--- config.mk ---
export PLATFORM = sky130hd
export DESIGN_NAME = merge_2
export DESIGN_NICKNAME = d
export VERILOG_FILES = /design/src/rtl/merge_2.sv
export SDC_FILE = /design/constraint.sdc
export NUM_CORES = 1
export LEC_CHECK = 0
export BUFFER_PORTS_ARGS = -buffer_cell sky130_fd_sc_hd__buf_2
export CAP_MARGIN = 30
export CORE_AREA = 5 5 662 664
export CTS_BUF_LIST = sky130_fd_sc_hd__clkbuf_4
export CTS_CLUSTER_DIAMETER = 200
export DETAILED_ROUTE_END_ITERATION = 10
export DIE_AREA = 0 0 667 669
export PLACE_DENSITY_LB_ADDON = 0.2
export REMOVE_ABC_BUFFERS = 1
export SYNTH_ARGS = -nofsm -noshare
export SYNTH_HDL_FRONTEND = slang
export SYNTH_SLANG_ARGS = --single-unit
export TNS_END_PERCENT = 10
--- constraint.sdc ---
create_clock -name clk -period 2.3 [get_ports clk]
set_input_delay 0.46 -clock clk [delete_from_list [all_inputs] [get_ports clk]]
set_output_delay 0.46 -clock clk [all_outputs]
set_load 0.01 [all_outputs]
--- src/rtl/merge_2.sv ---
`default_nettype none
// ============================================================================
//  Module   : merge_2
//  Purpose  : Two-input Avalon-ST packet merge, round-robin per packet,
//             registered output, optional per-port packet statistics
//             (enabled by defining MERGE_2_STATS_EN).
//  Revision : 1.0
// ============================================================================
module merge_2 #(
  parameter int DWIDTH = 512,
  parameter int EWIDTH = 6
) (
  input  logic              clk,
  input  logic              rst,

  input  logic [DWIDTH-1:0] in0_data,
  input  logic              in0_valid,
  output logic              in0_ready,
  input  logic              in0_sop,
  input  logic              in0_eop,
  input  logic [EWIDTH-1:0] in0_empty,

  input  logic [DWIDTH-1:0] in1_data,
  input  logic              in1_valid,
  output logic              in1_ready,
  input  logic              in1_sop,
  input  logic              in1_eop,
  input  logic [EWIDTH-1:0] in1_empty,

  output logic [DWIDTH-1:0] out_data,
  output logic              out_valid,
  input  logic              out_ready,
  output logic              out_sop,
  output logic              out_eop,
  output logic [EWIDTH-1:0] out_empty,
  output logic              out_channel,
  input  logic              out_almost_full,

  output logic [31:0]       stats_in0_pkt,
  output logic [31:0]       stats_in1_pkt,
  output logic [31:0]       stats_out_pkt,
  output logic [31:0]       stats_drop
);

  localparam logic [1:0] S_IDLE  = 2'd0;
  localparam logic [1:0] S_LOCK0 = 2'd1;
  localparam logic [1:0] S_LOCK1 = 2'd2;

  logic [1:0] r_state;
  logic       r_last;

  logic w_adv;
  logic w_cand0, w_cand1;
  logic w_grant0, w_grant1;
  logic w_orphan0, w_orphan1;
  logic w_fwd0, w_fwd1;
  logic w_drop0, w_drop1;

  always_comb begin
    w_adv     = !out_valid || out_ready;
    w_cand0   = in0_valid && in0_sop && !out_almost_full;
    w_cand1   = in1_valid && in1_sop && !out_almost_full;
    // On a tie the port opposite the last-served one wins.
    w_grant0  = w_cand0 && (!w_cand1 || r_last);
    w_grant1  = w_cand1 && (!w_cand0 || !r_last);
    w_orphan0 = in0_valid && !in0_sop;
    w_orphan1 = in1_valid && !in1_sop;
  end

  always_comb begin
    in0_ready = 1'b0;
    in1_ready = 1'b0;
    if (!rst) begin
      case (r_state)
        S_IDLE: begin
          // Orphan drop ignores backpressure so stray beats never block a port.
          in0_ready = w_grant0 ? w_adv : w_orphan0;
          in1_ready = w_grant1 ? w_adv : w_orphan1;
        end
        S_LOCK0: in0_ready = w_adv;
        S_LOCK1: in1_ready = w_adv;
        default: begin
          in0_ready = 1'b0;
          in1_ready = 1'b0;
        end
      endcase
    end
  end

  always_comb begin
    w_fwd0  = in0_valid && in0_ready &&
              ((r_state == S_LOCK0) || ((r_state == S_IDLE) && in0_sop));
    w_fwd1  = in1_valid && in1_ready &&
              ((r_state == S_LOCK1) || ((r_state == S_IDLE) && in1_sop));
    w_drop0 = in0_valid && in0_ready && (r_state == S_IDLE) && !in0_sop;
    w_drop1 = in1_valid && in1_ready && (r_state == S_IDLE) && !in1_sop;
  end

  always_ff @(posedge clk) begin
    if (rst) begin
      r_state <= S_IDLE;
      r_last  <= 1'b1;
    end else begin
      case (r_state)
        S_IDLE: begin
          if (w_fwd0 && !in0_eop)
            r_state <= S_LOCK0;
          else if (w_fwd1 && !in1_eop)
            r_state <= S_LOCK1;
        end
        S_LOCK0: if (w_fwd0 && in0_eop) r_state <= S_IDLE;
        S_LOCK1: if (w_fwd1 && in1_eop) r_state <= S_IDLE;
        default: r_state <= S_IDLE;
      endcase

      if (w_fwd0 && in0_sop)
        r_last <= 1'b0;
      else if (w_fwd1 && in1_sop)
        r_last <= 1'b1;
    end
  end

  always_ff @(posedge clk) begin
    if (rst) begin
      out_valid   <= 1'b0;
      out_sop     <= 1'b0;
      out_eop     <= 1'b0;
      out_data    <= '0;
      out_empty   <= '0;
      out_channel <= 1'b0;
    end else if (w_adv) begin
      out_valid <= w_fwd0 || w_fwd1;
      if (w_fwd0) begin
        out_data    <= in0_data;
        out_sop     <= in0_sop;
        out_eop     <= in0_eop;
        out_empty   <= in0_empty;
        out_channel <= 1'b0;
      end else if (w_fwd1) begin
        out_data    <= in1_data;
        out_sop     <= in1_sop;
        out_eop     <= in1_eop;
        out_empty   <= in1_empty;
        out_channel <= 1'b1;
      end
    end
  end

`ifdef MERGE_2_STATS_EN
  logic [31:0] r_in0_pkt;
  logic [31:0] r_in1_pkt;
  logic [31:0] r_out_pkt;
  logic [31:0] r_drop;

  always_ff @(posedge clk) begin
    if (rst) begin
      r_in0_pkt <= '0;
      r_in1_pkt <= '0;
      r_out_pkt <= '0;
      r_drop    <= '0;
    end else begin
      if (w_fwd0 && in0_eop)
        r_in0_pkt <= r_in0_pkt + 32'd1;
      if (w_fwd1 && in1_eop)
        r_in1_pkt <= r_in1_pkt + 32'd1;
      if (out_valid && out_ready && out_eop)
        r_out_pkt <= r_out_pkt + 32'd1;
      r_drop <= r_drop + {31'd0, w_drop0} + {31'd0, w_drop1};
    end
  end

  assign stats_in0_pkt = r_in0_pkt;
  assign stats_in1_pkt = r_in1_pkt;
  assign stats_out_pkt = r_out_pkt;
  assign stats_drop    = r_drop;
`else
  logic w_unused_drop;
  assign w_unused_drop = w_drop0 ^ w_drop1;

  assign stats_in0_pkt = 32'd0;
  assign stats_in1_pkt = 32'd0;
  assign stats_out_pkt = 32'd0;
  assign stats_drop    = 32'd0;
`endif

endmodule
`default_nettype wire

### Word-level counts from Yosys, hierarchy flattened

Index checks and enable logic that the tools add are counted.

| word-level totals | value |
|---|---|
| register bits | 525 |
| input bits | 1,046 |
| logic and storage cells | 76 |

| operators by class | value |
|---|---|
| equal/unequal tests | 5 |
| mux-type cells | 23 |
| reduce and logical (&&, ||, !) cells | 40 |

Operators with widths:

| cell | number |
|---|---|
| 2-to-1 mux 512 bit | 2 |
| logical AND 1 bit | 20 |
| 2-to-1 mux 1 bit | 12 |
| 2-to-1 mux 6 bit | 2 |
| logical NOT 1 bit | 9 |
| 2-to-1 mux 2 bit | 4 |
| logical OR 1 bit | 6 |
| one-hot mux 2 bit (3 select lines) | 1 |
| inequality test 2 x 1 -> 1 bit (second input constant) | 2 |
| one-hot mux 1 bit (2 select lines) | 2 |
| nonzero test 2 bit | 2 |
| inequality test 3 x 1 -> 1 bit (second input constant) | 1 |
| AND reduction 3 bit | 1 |
| == test 2 x 1 -> 1 bit (second input constant) | 1 |
| == test 2 bit (second input constant) | 1 |
| logical NOT 2 bit | 1 |
| AND reduction 2 bit | 1 |

### Longest topological paths before layout

Gate-level depths: netlist of run 1.

| logic depth | value |
|---|---|
| depth after elaboration | 14 |
| mapped depth | 9 |
| depth with buffers taken out | 5 |

### Worst setup path after synthesis of run 1

No wires, ideal clock.

| timing | value |
|---|---|
| kind | input -> register |
| start point | input rst |
| end point | register out_data[0] |
| library setup time | 0.089 ns |
| arrival time | 1.800 ns |
| data required time | 2.211 ns |
| slack | 0.411 ns |
| cell stages on the path | 9 |
| path through | buf_2 nor2_4 nand3_2 a211o_1 buf_2 buf_6 buf_6 buf_6 a311oi_2 |

| between the ends | value |
|---|---|
| word-level cells in the longest chain between the ends | 5 |
| elaborated cells on any way between the ends | 9 |

Ends and longest elaborated chain:

| item | line | source |
|---|---|---|
| start, declared | 14 | `input logic rst,` |
| 2-to-1 mux 1 bit | 73 | `if (!rst) begin` |
| logical AND 1 bit | n/a |  |
| logical AND 1 bit, on equally long branches | 91, 93 |  |
| nonzero test 2 bit (no source line) | n/a |  |
| AND reduction 2 bit (no source line) | n/a |  |
| end signal, assigned | 134 | `out_data <= in0_data;` |
| end signal, assigned | 140 | `out_data <= in1_data;` |
| end, declared | 30 | `output logic [DWIDTH-1:0] out_data,` |

Several ways; a longest one is shown, not always the timed one.
A chain may end at the register's enable or synchronous reset.

### Worst setup path after layout of run 1

| timing | value |
|---|---|
| start point | register r_last |
| end point | output in1_ready |

| between the ends | value |
|---|---|
| word-level cells in the longest chain between the ends | 6 |

Ends and longest elaborated chain:

| item | line | source |
|---|---|---|
| start, declared | 50 | `logic r_last;` |
| start signal, assigned | 102 | `r_last <= 1'b1;` |
| start signal, assigned | 117 | `r_last <= 1'b0;` |
| start signal, assigned | 119 | `r_last <= 1'b1;` |
| logical NOT 1 bit | 65 | `w_grant1 = w_cand1 && (!w_cand0 \|\| !r_last);` |
| logical OR 1 bit | 65 |  |
| logical AND 1 bit | 65 |  |
| 2-to-1 mux 1 bit | 78 | `in1_ready = w_grant1 ? w_adv : w_orphan1;` |
| one-hot mux 1 bit (2 select lines) | 74 | `case (r_state)` |
| 2-to-1 mux 1 bit | 73 |  |
| end, declared | 25 | `output logic in1_ready,` |

No other way between the ends.

==> results of run 1 <==
[registers in the layout (all words and copies together), names as in the netlist]
| signal | count |
|---|---|
| out_empty | 6 |
| out_channel | 1 |
| r_last | 1 |
| out_eop | 1 |
| r_state | 2 |
| out_valid | 1 |
| out_sop | 1 |
| out_data | 512 |
[layout by cell type (no fill, tap or decap), types with 3 or more instances in the layout]
cell type	instances
sky130_fd_sc_hd__clkinv_4	3
sky130_fd_sc_hd__conb_1	128
sky130_fd_sc_hd__dfxtp_2	275
sky130_fd_sc_hd__dfxtp_4	121
sky130_fd_sc_hd__nand2_1	1040
sky130_fd_sc_hd__clkinv_1	27
sky130_fd_sc_hd__a21oi_1	3
sky130_fd_sc_hd__buf_12	181
sky130_fd_sc_hd__clkbuf_4	287
sky130_fd_sc_hd__buf_6	149
sky130_fd_sc_hd__buf_4	169
sky130_fd_sc_hd__nor2_1	524
sky130_fd_sc_hd__a311oi_1	29
sky130_fd_sc_hd__dfxtp_1	129
sky130_fd_sc_hd__inv_6	5
sky130_fd_sc_hd__a311oi_2	490
sky130_fd_sc_hd__nand3_1	3
sky130_fd_sc_hd__diode_2	25
sky130_fd_sc_hd__a31oi_1	3
sky130_fd_sc_hd__dlygate4sd3_1	2081
sky130_fd_sc_hd__buf_2	1171
sky130_fd_sc_hd__buf_8	119
[timing repair]
action,4_1_cts,5_1_grt
setup endpoints to repair,589,546
setup buffers,15,18
hold buffers,2083,0
resized for setup,965,833
endpoints found under the hold margin,525,0
pin swaps,6,3
[where the power goes]
group          leakage [nW]  switching [mW]  internal, mW
combinational          21.1            3.66          4.69
clock                  1.43            5.59          5.87
sequential             4.49           0.480          9.55
[area by class of cell]
type	count	area share (%)
repair buffers	3872	49.93
multi-input cells	2241	20.25
flip-flops and latches	525	16.10
well taps	5734	10.21
clock buffers	287	3.067
clock inverters	39	0.3455
diodes	25	0.08906
inverters	2	0.01069
[metal layers]
metal | wire length [um] | up-vias
met5 | 136 | -
met4 | 7606 | 22
met3 | 37000 | 409
met2 | 141700 | 1492
met1 | 106100 | 18840
li1 | - | 18060
[synthesized netlist by cell type, drive strengths merged, types with 2 or more instances]
| library cell | count | area, um^2 |
|---|---|---|
| nand2 | 1041 | 3910 |
| nor2 | 526 | 1982 |
| dfxtp | 525 | 10510 |
| a311oi | 519 | 7611 |
| buf | 311 | 2218 |
| clkbuf | 107 | 401.6 |
| nand3 | 5 | 30.03 |
| a21oi | 3 | 15.01 |
| a31oi | 3 | 18.77 |
| nand2b | 3 | 18.77 |
| inv | 2 | 7.510 |
| o211ai | 2 | 15.01 |
[how the worst min path moves through the flow]
stage | from | end
2_1_floorplan | out_data[452] | out_data[452]
3_3_place_gp | out_channel | out_channel
3_5_place_dp | out_data[449] | out_data[449]
4_1_cts | in1_data[84] | out_data[84]
5_1_grt | out_ready | out_sop
6_report | out_ready | out_sop
[stage by stage]
step	instances	setup TNS [ns]	hold WS (ns)	worst slack, ns	total power [mW]
finish	12730	-0.8511	0.2096	-0.4489	29.84
global route	12710	-68.94	0.03974	-0.6773	31.58
CTS	12680	-150.37	0.003347	-0.7579	30.44
detailed placement	10260	-79.25	0.4864	-0.2986	14.95
global placement	10260	-79.42	0.4712	-0.2823	14.96
floorplan	2768	-	0.4939	-21.93	11.98
[cells by family (layout without fill, tap and decap cells)]
kind of cell,count (synthesis),count (layout),share of synthesized area (%)
AND/OR/NAND/NOR,1579,1579,22.23
AO/OA/AOI/OAI,534,534,28.78
flip-flops,525,525,39.18
buffers and inverters,420,4200,9.794
other,1,153,0.01398
[worst min-delay path, stage by stage]
cell and delay (ns):
sky130_fd_sc_hd__buf_2 0.10, sky130_fd_sc_hd__nand2b_4 0.18, sky130_fd_sc_hd__o211ai_1 0.14, sky130_fd_sc_hd__a21oi_1 0.09, sky130_fd_sc_hd__nand2_1 0.09, sky130_fd_sc_hd__dlymetal6s4s_1 0.24, sky130_fd_sc_hd__a31oi_1 0.10
==> key figures, run 1 <==
Run status
  – Run status: complete, but fails checks
  – Violations in the final reports: setup timing

Critical path
  – Required time of the critical path: 1.84 ns
  – Type of destination of the critical path: output pin
  – Max FO, Critical Path: 3
  – Data arrival, critical path: 2.29 ns
  – Largest delay contributor family on the critical path: compound AO/OA/AOI/OAI gates
  – Launch instance of the worst register-to-register path: out_valid
  – Launching element type of the critical path: flip-flop
  – Flop-to-flop setup slack: -0.01 ns
  – End of the worst register-to-register path: out_data[114]
  – R2r worst-path depth: 8
  – Crit. Startpoint: r_last
  – Crit path to: in1_ready
  – Crit path depth: 5
  – Buf+Inv Stages, Crit Path: 1
  – Slowest Stage Delay on Critical Path: 0.35 ns
  – Category of the critical setup timing path: reg2out
  – CP Cell Sequence: nand3_2 > a31o_4 > a22oi_2 > nor3_2 > buf_4
  – Slowest stage cell on the critical path: sky130_fd_sc_hd__dfxtp_2

Clock network
  – Clock slew at reported path FFs: 0.06 ns
  – Clk Tree Root Cell: sky130_fd_sc_hd__clkbuf_4
  – Max Buffers Root-to-Sink: 4
  – CTS tree: yes
  – Clock insertion delay at the later pin of the skew report: 1.24 ns
  – TritonCTS Buffers: 190
  – Clock H-tree levels: 4
  – Number of sinks driven by the clock tree: 525

Layout
  – # nets final: 7,878
  – Layout cell share with drive strength beyond 1: 42.87%
  – Post-route standard cell area excluding fillers: 0.07025 mm^2
  – Core occupancy in the finished layout: 16.25%
  – Sequential cell area: 0.01131 mm^2
  – Area growth from synthesis to final layout: 161.9%
  – Area of the multi-input gates: 0.01422 mm^2
  – Number of filler instances in the final layout: 48,940

Synthesis
  – Synthesized instance count: 3,059
  – Average cell area after synthesis: 8.770 um^2
  – Unique masters post-synth: 31
  – Most common flop cell mapped by yosys: sky130_fd_sc_hd__dfxtp_1
  – Post-synth EDFFs: 0
  – Flops & latches, synth: 525
  – Post-synthesis instance area: 0.02683 mm^2
  – Sequential share of the synthesized area: 39.18%
  – Post-synthesis async set-or-reset flop share: 0%
  – Syn. warnings: 0

GRT
  – Global-route met1 utilization: 13.15%
  – Most Crowded Layer GR: met2
  – Met3 track utilization from global routing: 6.729%
  – Global-route wire length before repair: 378.8 mm
  – Number of global-route vias before repair: 42,300
  – Met2 usage in global routing: 21.61%
  – Remaining Overflow, GRT: 0
  – Antenna violations before repair: 59
  – Total Routing Usage GR: 12.45%
  – Pin count of the biggest net entering global routing: 112

Hold path
  – Hold/Removal Path Class: in2reg
  – Number of stages on the worst hold path: 7

Timing
  – Final setup violation count: 3
  – Final-report hold violation count: 0
  – Pin slew with the least headroom to its limit: 1.261 ns
  – Share of the clock period used by the worst path after layout: 119.5%
  – Worst setup skew after layout: 0.09612 ns
  – Setup repair after global routing missed its margin: yes
  – Max Clk Rate: 363.8 MHz
  – Final count of pins violating max slew: 0
  – Worst slew slack as a fraction of its limit: 15.91%
  – Final critical-path setup slack: -0.4489 ns
  – Min Clock Period, post-route: 2.749 ns

Power
  – Worst VDD drop: 0.2503 mV
  – Leakage power total: 27.03 nW
  – Total power divided by cell area: 424.8 mW/mm^2

Placement
  – HPWL reported at the end of detailed placement: 247.1 mm
  – Placement Cell Area: 0.04181 mm^2
  – Count of input and output buffers: 1,569
  – Gpl congestion: 0.8827

Die
  – Number of placed I/O pins: 1,698
  – Std-Cell Rows: 242
  – Area inside the core boundary: 0.4324 mm^2
  – Effective utilization at floorplan: 6.204%
  – Die Width: 667 um
  – Area of the die: 0.4462 mm^2
  – Y dimension of the die: 669 um

Detailed routing
  – Routed WL per cell: 22.99 um
  – DRT iter0 DRCs: 1,568
  – DR DRC count: 0
  – Detailed Routing Iterations Pass 1: 5
  – Residual antenna-violating net count after detailed routing: 0
  – Number of vias after detailed routing: 38,820
  – Routed Wire Length: 292.6 mm
  – Average vias per placed instance: 3.050

Job
  – Max-capacitance violation count: 0
Note: power is estimated with default switching activity, not from simulation.
==> run 2: changes to the inputs <==
- CELL_PAD_IN_SITES_DETAIL_PLACEMENT: unset -> 0
- CELL_PAD_IN_SITES_GLOBAL_PLACEMENT: unset -> 1
- CORE_AREA: 5 5 662 664 -> 5 5 660 662
- DIE_AREA: 0 0 667 669 -> 0 0 665 667
==> run 2 against run 1 <==
Compared with the run above:
- clock skew increased by 0.019 ns
- register-to-register slack better by 0.04 ns
- routed wire length is 3.3% lower
- global-route usage is 0.25 points lower
- the flow still finishes with violations (setup timing)
- clock power barely moved
- highest routed layer unchanged
- setup slack better by 0.068 ns
- via count is 2.0% lower
- largest power group unchanged
- sequential cell count stayed put
- non-clock buffer count fell by 3
==> key figures, run 2 (same netlist as run 1, synthesis figures left out) <==
Run status
  – Violations in the final reports: setup timing (unchanged)
  – Run status: complete, but fails checks (unchanged)

Layout
  – Biggest register: out_data (unchanged)
  – Most used cells in the layout excluding fill and tap cells: sky130_fd_sc_hd__dlygate4sd3_1 (2,073), sky130_fd_sc_hd__buf_2 (1,171), sky130_fd_sc_hd__nand2_1 (1,039) (was sky130_fd_sc_hd__dlygate4sd3_1 (2,081), sky130_fd_sc_hd__buf_2 (1,171), sky130_fd_sc_hd__nand2_1 (1,040))
  – Layout cell share with drive strength beyond 1: 43.13% (was 42.87%)
  – Post-route standard cell area excluding fillers: 0.07012 mm^2 (was 0.07025 mm^2)
  – Leading cell type in the layout, fill and taps excluded: sky130_fd_sc_hd__dlygate4sd3_1 (unchanged)
  – Area growth from synthesis to final layout: 161.4% (was 161.9%)
  – # nets final: 7,880 (was 7,878)
  – Biggest registers after layout: out_data x512, out_empty x6, r_state x2 (unchanged)
  – Largest register FFs: 512 (unchanged)

Critical path
  – End of the worst register-to-register path: out_data[96] (was out_data[114])
  – Launching element type of the critical path: flip-flop (unchanged)
  – Crit. Startpoint: r_last (unchanged)
  – Max FO, Critical Path: 3 (unchanged)
  – Required time of the critical path: 1.84 ns (about the same)
  – Flop-to-flop setup slack: 0.03 ns (was -0.01 ns)
  – Slowest Stage Delay on Critical Path: 0.36 ns (was 0.35 ns)
  – Category of the critical setup timing path: reg2out (unchanged)
  – Launch instance of the worst register-to-register path: out_valid (unchanged)
  – Type of destination of the critical path: output pin (unchanged)
  – CP Cell Sequence: nand3_2 > a31o_4 > a22oi_2 > nor3_2 > buf_4 (unchanged)
  – Data arrival, critical path: 2.22 ns (was 2.29 ns)
  – Crit path to: in1_ready (unchanged)
  – R2r worst-path depth: 9 (was 8)
  – Slowest stage cell on the critical path: sky130_fd_sc_hd__dfxtp_2 (unchanged)

Power
  – Total power divided by cell area: 423.4 mW/mm^2 (was 424.8 mW/mm^2)
  – Worst VDD drop: 0.2574 mV (was 0.2503 mV)
  – Pwr Total: 29.69 mW (was 29.84 mW)
  – Leakage power total: 27.01 nW (was 27.03 nW)

Detailed routing
  – Routed Wire Length: 283.0 mm (was 292.6 mm)
  – Residual antenna-violating net count after detailed routing: 0 (unchanged)
  – DRT iter0 DRCs: 1,228 (was 1,568)
  – Average vias per placed instance: 2.991 (was 3.050)
  – DR DRC count: 0 (unchanged)
  – Detailed Routing Iterations Pass 1: 5 (unchanged)
  – Routed WL per cell: 22.24 um (was 22.99 um)
  – Number of vias after detailed routing: 38,060 (was 38,820)

Timing
  – Final setup violation count: 3 (unchanged)
  – Max Clk Rate: 373.0 MHz (was 363.8 MHz)
  – Share of the clock period used by the worst path after layout: 116.6% (was 119.5%)
  – Min Clock Period, post-route: 2.681 ns (was 2.749 ns)
  – Final hold slack: 0.2647 ns (was 0.2096 ns)
  – Pin slew with the least headroom to its limit: 0.7817 ns (was 1.261 ns)
  – Setup repair after global routing missed its margin: yes (unchanged)
  – Fin Setup TNS: -0.7744 ns (was -0.8511 ns)
  – Final-report hold violation count: 0 (unchanged)
  – Worst slew slack as a fraction of its limit: 47.89% (was 15.91%)
  – Final critical-path setup slack: -0.3810 ns (was -0.4489 ns)
  – Final count of pins violating max slew: 0 (unchanged)
  – Worst setup skew after layout: 0.1148 ns (was 0.09612 ns)

Placement
  – HPWL reported at the end of detailed placement: 238.8 mm (was 247.1 mm)
  – Worst setup slack before clock tree synthesis: -0.5251 ns (was -0.2986 ns)
  – Gpl congestion: 0.8237 (was 0.8827)
  – Count of input and output buffers: 1,569 (unchanged)
  – Placement Cell Area: 0.04196 mm^2 (was 0.04181 mm^2)

Clock network
  – Max Buffers Root-to-Sink: 4 (unchanged)
  – Clk Tree Root Cell: sky130_fd_sc_hd__clkbuf_4 (unchanged)
  – TritonCTS Buffers: 195 (was 190)
  – Clock insertion delay at the later pin of the skew report: 1.29 ns (was 1.24 ns)
  – Number of sinks driven by the clock tree: 525 (unchanged)
  – Clock H-tree levels: 4 (unchanged)
  – CTS tree: yes (unchanged)
  – Clock slew at reported path FFs: 0.05 ns (was 0.06 ns)

Die
  – Area of the die: 0.4436 mm^2 (was 0.4462 mm^2)
  – Die Width: 665 um (was 667 um)
  – Std-Cell Rows: 241 (was 242)
  – Effective utilization at floorplan: 6.252% (was 6.204%)
  – Area inside the core boundary: 0.4291 mm^2 (was 0.4324 mm^2)
  – Y dimension of the die: 667 um (was 669 um)
  – Number of placed I/O pins: 1,698 (unchanged)

Job
  – Max-capacitance violation count: 0 (unchanged)

GRT
  – Pin count of the biggest net entering global routing: 84 (was 112)
  – Global-route wire length before repair: 372.3 mm (was 378.8 mm)
  – Antenna violations before repair: 50 (was 59)
  – Total Routing Usage GR: 12.20% (was 12.45%)
  – Number of global-route vias before repair: 41,770 (was 42,300)
  – Remaining Overflow, GRT: 0 (unchanged)

Hold path
  – Hold/Removal Path Class: in2reg (unchanged)
==> run 2: changes by cell type in the layout (fill, tap and decap cells not counted), sizes merged <==
| cell | previous run | this run |
|---|---|---|
| clkbuf | 287 | 301 |
| diode | 25 | 39 |
| clkinv | 30 | 32 |
| buf | 1789 | 1796 |
| dlygate4sd3 | 2081 | 2073 |
| bufinv | 2 | 0 |
| inv | 8 | 6 |
| clkinvlp | 1 | 3 |
| dlymetal6s4s | 2 | 0 |
==> run 2: final cells by class <==
type,count,area (um^2)
timing repair buffer,3869,34790
fill,48830,359000
clock inverter,39,197.7
clock buffer,301,2260
multi-input combinational,2241,14230
antenna,39,97.59
inverter,2,7.507
tap,5710,7144
sequential,525,11390
==> run 2: critical path: cells and delay by family, from the launching register on <==
family                 cells  cell delay (ns)
AOI/OAI and AO/OA          2             0.39
buffers and inverters      1             0.16
DFF                        1             0.36
and+or+nand+nor            2             0.13
==> run 2: worst min-delay path by stage <==
stage,end,start,cells past startpoint,slack (ns)
floorplan,out_data[452],out_data[452],2,0.49
global placement,out_data[451],out_data[451],2,0.48
detailed placement,out_data[447],out_data[447],2,0.48
CTS,out_data[493],out_ready,7,-0.02
global route,out_data[319],in0_data[319],5,0.12
finish,out_data[95],in1_data[95],4,0.26
==> run 2: repair_timing <==
action | CTS | global route
endpoints found under the hold margin | 524 | 0
cloned | 0 | 0
buffers inserted | 16 | 9
pin swaps | 3 | 1
setup endpoints to repair | 899 | 626
hold buffers | 2073 | 0
gates resized for setup | 964 | 779
==> run 2: stage by stage <==
step / util [%] / instances
floorplan: - / 2768
global placement: 9.778 / 10250
detailed placement: 9.778 / 10250
CTS: 15.88 / 12680
global route: 16.34 / 12720
finish: 16.34 / 12730
==> run 2: where the power goes <==
| part | internal (mW) | leakage, nW | switching [mW] |
|---|---|---|---|
| Sequential | 9.52 | 4.50 | 0.496 |
| Combinational | 4.64 | 21.0 | 3.43 |
| Clock | 5.91 | 1.46 | 5.70 |
==> run 2: routing by layer <==
layer	global-route usage [%]	vias to the layer above	wire (um)
met1	13.16	18380	106400
li1	-	18120	-
met3	5.501	340	29570
met5	0	-	131
met4	2.751	20	6386
met2	21.74	1195	140600
==> run 3: changes to the inputs <==
- CORE_AREA: 5 5 660 662 -> 5 5 651 653
- CTS_BUF_LIST: sky130_fd_sc_hd__clkbuf_4 -> unset
- DIE_AREA: 0 0 665 667 -> 0 0 656 658
==> run 3 against run 2 <==
Compared with the run above:
- the run still ends with setup timing left
- clock power is 20% higher
- largest power group unchanged
- via count shrank 13%
- design area down 21%
- die area is 2.7% lower
- first-iteration DRC count is 11% higher
- combinational power shrank 24%
- sequential cell count unchanged
==> key figures, run 3 (same netlist as run 1, synthesis figures left out) <==
Detailed routing
  – Residual antenna-violating net count after detailed routing: 0 (unchanged)
  – DR DRC count: 0 (unchanged)
  – Routed WL per cell: 24.25 um (was 22.24 um)
  – Number of vias after detailed routing: 33,290 (was 38,060)
  – DRT iter0 DRCs: 1,360 (was 1,228)
  – Routed Wire Length: 273.7 mm (was 283.0 mm)
  – Average vias per placed instance: 2.951 (was 2.991)
  – Detailed Routing Iterations Pass 1: 5 (unchanged)

Layout
  – Number of cells in the finished layout apart from fillers: 11,280 (was 12,730)
  – Post-route standard cell area excluding fillers: 0.05570 mm^2 (was 0.07012 mm^2)
  – Layout cell share with drive strength beyond 1: 42.55% (was 43.13%)
  – Biggest registers after layout: out_data x512, out_empty x6, r_state x2 (unchanged)
  – Area of the multi-input gates: 0.01425 mm^2 (was 0.01423 mm^2)
  – Most used cells in the layout excluding fill and tap cells: sky130_fd_sc_hd__buf_2 (1,566), sky130_fd_sc_hd__nand2_1 (1,040), sky130_fd_sc_hd__dlygate4sd3_1 (1,023) (was sky130_fd_sc_hd__dlygate4sd3_1 (2,073), sky130_fd_sc_hd__buf_2 (1,171), sky130_fd_sc_hd__nand2_1 (1,039))
  – Number of filler instances in the final layout: 48,550 (was 48,830)
  – Core occupancy in the finished layout: 13.32% (was 16.34%)
  – Biggest register: out_data (unchanged)
  – Leading cell type in the layout, fill and taps excluded: sky130_fd_sc_hd__buf_2 (was sky130_fd_sc_hd__dlygate4sd3_1)
  – Largest register FFs: 512 (unchanged)
  – Sequential cell area: 0.01052 mm^2 (was 0.01139 mm^2)
  – # nets final: 6,727 (was 7,880)
  – Area growth from synthesis to final layout: 107.6% (was 161.4%)

Job
  – Max-capacitance violation count: 0 (unchanged)

GRT
  – Number of global-route vias before repair: 36,600 (was 41,770)
  – Global-route wire length before repair: 353.6 mm (was 372.3 mm)
  – Antenna violations before repair: 38 (was 50)
  – Pin count of the biggest net entering global routing: 93 (was 84)
  – Total Routing Usage GR: 12.04% (was 12.20%)
  – Remaining Overflow, GRT: 0 (unchanged)

Critical path
  – Data arrival, critical path: 1.86 ns (was 2.22 ns)
  – CP Cell Sequence: dlygate4sd3_1 > buf_2 > nand3_2 > a31o_4 > a22oi_2 > nor3_1 > buf_2 (was nand3_2 > a31o_4 > a22oi_2 > nor3_2 > buf_4)
  – Slowest stage cell on the critical path: sky130_fd_sc_hd__dlygate4sd3_1 (was sky130_fd_sc_hd__dfxtp_2)
  – Slowest Stage Delay on Critical Path: 0.55 ns (was 0.36 ns)
  – Cell with the most instances on the worst path: sky130_fd_sc_hd__buf_2
  – Max FO, Critical Path: 3 (unchanged)
  – Required time of the critical path: 1.84 ns (about the same)
  – Type of destination of the critical path: output pin (unchanged)
  – Launching element type of the critical path: input port (was flip-flop)
  – Category of the critical setup timing path: in2out (was reg2out)

Die
  – Die Width: 656 um (was 665 um)
  – Area of the die: 0.4316 mm^2 (was 0.4436 mm^2)
  – Number of placed I/O pins: 1,698 (unchanged)
  – Area inside the core boundary: 0.4181 mm^2 (was 0.4291 mm^2)
  – Y dimension of the die: 658 um (was 667 um)
  – Effective utilization at floorplan: 6.417% (was 6.252%)
  – Std-Cell Rows: 238 (was 241)

Clock network
  – Clock H-tree levels: 3 (was 4)
  – Max Buffers Root-to-Sink: 4 (unchanged)
  – Number of sinks driven by the clock tree: 525 (unchanged)
  – Clock insertion delay at the later pin of the skew report: 0.81 ns (was 1.29 ns)
  – Clock slew at reported path FFs: 0.05 ns (about the same)
  – TritonCTS Buffers: 89 (was 195)
  – Clk Tree Root Cell: sky130_fd_sc_hd__clkbuf_16 (was sky130_fd_sc_hd__clkbuf_4)
  – CTS tree: yes (unchanged)

Run status
  – Run status: complete, but fails checks (unchanged)
  – Violations in the final reports: setup timing (unchanged)

Timing
  – Final setup violation count: 3 (unchanged)
  – Final hold slack: 0.1023 ns (was 0.2647 ns)
  – Min Clock Period, post-route: 2.324 ns (was 2.681 ns)
  – Pin slew with the least headroom to its limit: 1.145 ns (was 0.7817 ns)
  – Final critical-path setup slack: -0.02389 ns (was -0.3810 ns)
  – Worst setup skew after layout: 0.03294 ns (was 0.1148 ns)
  – Fin Setup TNS: -0.03198 ns (was -0.7744 ns)
  – Max Clk Rate: 430.3 MHz (was 373.0 MHz)
  – Final-report hold violation count: 0 (unchanged)
  – Final count of pins violating max slew: 0 (unchanged)
  – Setup repair after global routing missed its margin: yes (unchanged)
  – Share of the clock period used by the worst path after layout: 101.0% (was 116.6%)
  – Worst slew slack as a fraction of its limit: 23.66% (was 47.89%)

Placement
  – Gpl congestion: 0.8235 (was 0.8237)
  – Worst setup slack before clock tree synthesis: -0.4041 ns (was -0.5251 ns)
  – HPWL reported at the end of detailed placement: 234.7 mm (was 238.8 mm)
  – Placement Cell Area: 0.04191 mm^2 (was 0.04196 mm^2)
  – Count of input and output buffers: 1,569 (unchanged)
  – Cell Count Post-Placement: 10,070 (was 10,250)

Hold path
  – Hold/Removal Path Class: in2reg (unchanged)

Power
  – Leakage power total: 21.95 nW (was 27.01 nW)
  – Worst VDD drop: 0.4767 mV (was 0.2574 mV)
  – Total power divided by cell area: 538.0 mW/mm^2 (was 423.4 mW/mm^2)
  – Pwr Total: 29.97 mW (was 29.69 mW)
run 3: changes by cell type in the layout (fill, tap and decap cells not counted), moves of 20 or more:
cell,previous run,this run
sky130_fd_sc_hd__clkbuf_8,0,20
sky130_fd_sc_hd__buf_12,169,59
sky130_fd_sc_hd__clkbuf_4,301,0
sky130_fd_sc_hd__buf_2,1171,1566
sky130_fd_sc_hd__clkbuf_16,0,100
sky130_fd_sc_hd__clkinv_1,28,0
sky130_fd_sc_hd__dlygate4sd3_1,2073,1023
sky130_fd_sc_hd__buf_4,172,130
sky130_fd_sc_hd__dfxtp_4,152,0
sky130_fd_sc_hd__buf_6,201,19
sky130_fd_sc_hd__buf_8,83,2
sky130_fd_sc_hd__dfxtp_2,245,4
sky130_fd_sc_hd__clkbuf_1,0,23
sky130_fd_sc_hd__dfxtp_1,128,521
run 3: power by group:
| part | total (mW) | internal (mW) | switching [mW] |
|---|---|---|---|
| Clock | 13.9 | 8.31 | 5.59 |
| Sequential | 9.93 | 9.56 | 0.370 |
| Combinational | 6.13 | 2.89 | 3.24 |
run 3: final cells by class:
class	instances	share of cell area [%]
clock inverters	18	0.4268
flip-flops and latches	525	18.88
diodes	22	0.09883
clock buffers	134	4.737
repair buffers	2822	37.86
inverters	2	0.01348
multi-input cells	2241	25.59
well taps	5520	12.40
run 3: routing by layer:
metal | up-vias | GRT usage, % | share of wire (%)
met2 | 1063 | 21.34 | 50
li1 | 15680 | - | -
met5 | - | 0 | 0.020
met3 | 191 | 6.512 | 12
met4 | 12 | 1.901 | 1.5
met1 | 16350 | 12.72 | 37
run 3: path summary, 6_finish.rpt:
path | start | endpoint | cells after the start | slack [ns]
worst max register to register | r_last | out_data[395] | 8 | 0.03
worst max-delay path | in0_sop | in1_ready | 7 | -0.02
worst min register to register | out_data[459] | out_data[459] | 2 | 0.49
worst min-delay path | in1_data[294] | out_data[294] | 3 | 0.10
run 3: what timing repair did:
action,CTS,global route
endpoints found under the setup margin,26,286
hold endpoints to repair,523,1
pin swaps,5,18
gates resized for setup,21,46
hold buffers,1022,1
setup buffers,8,5
cloned,0,9
run 3: critical path, delay by kind of cell:
kind                   cells  cell delay [ns]
AO/OA/AOI/OAI              2             0.40
buffers and inverters      3             0.86
AND/OR/NAND/NOR            2             0.13
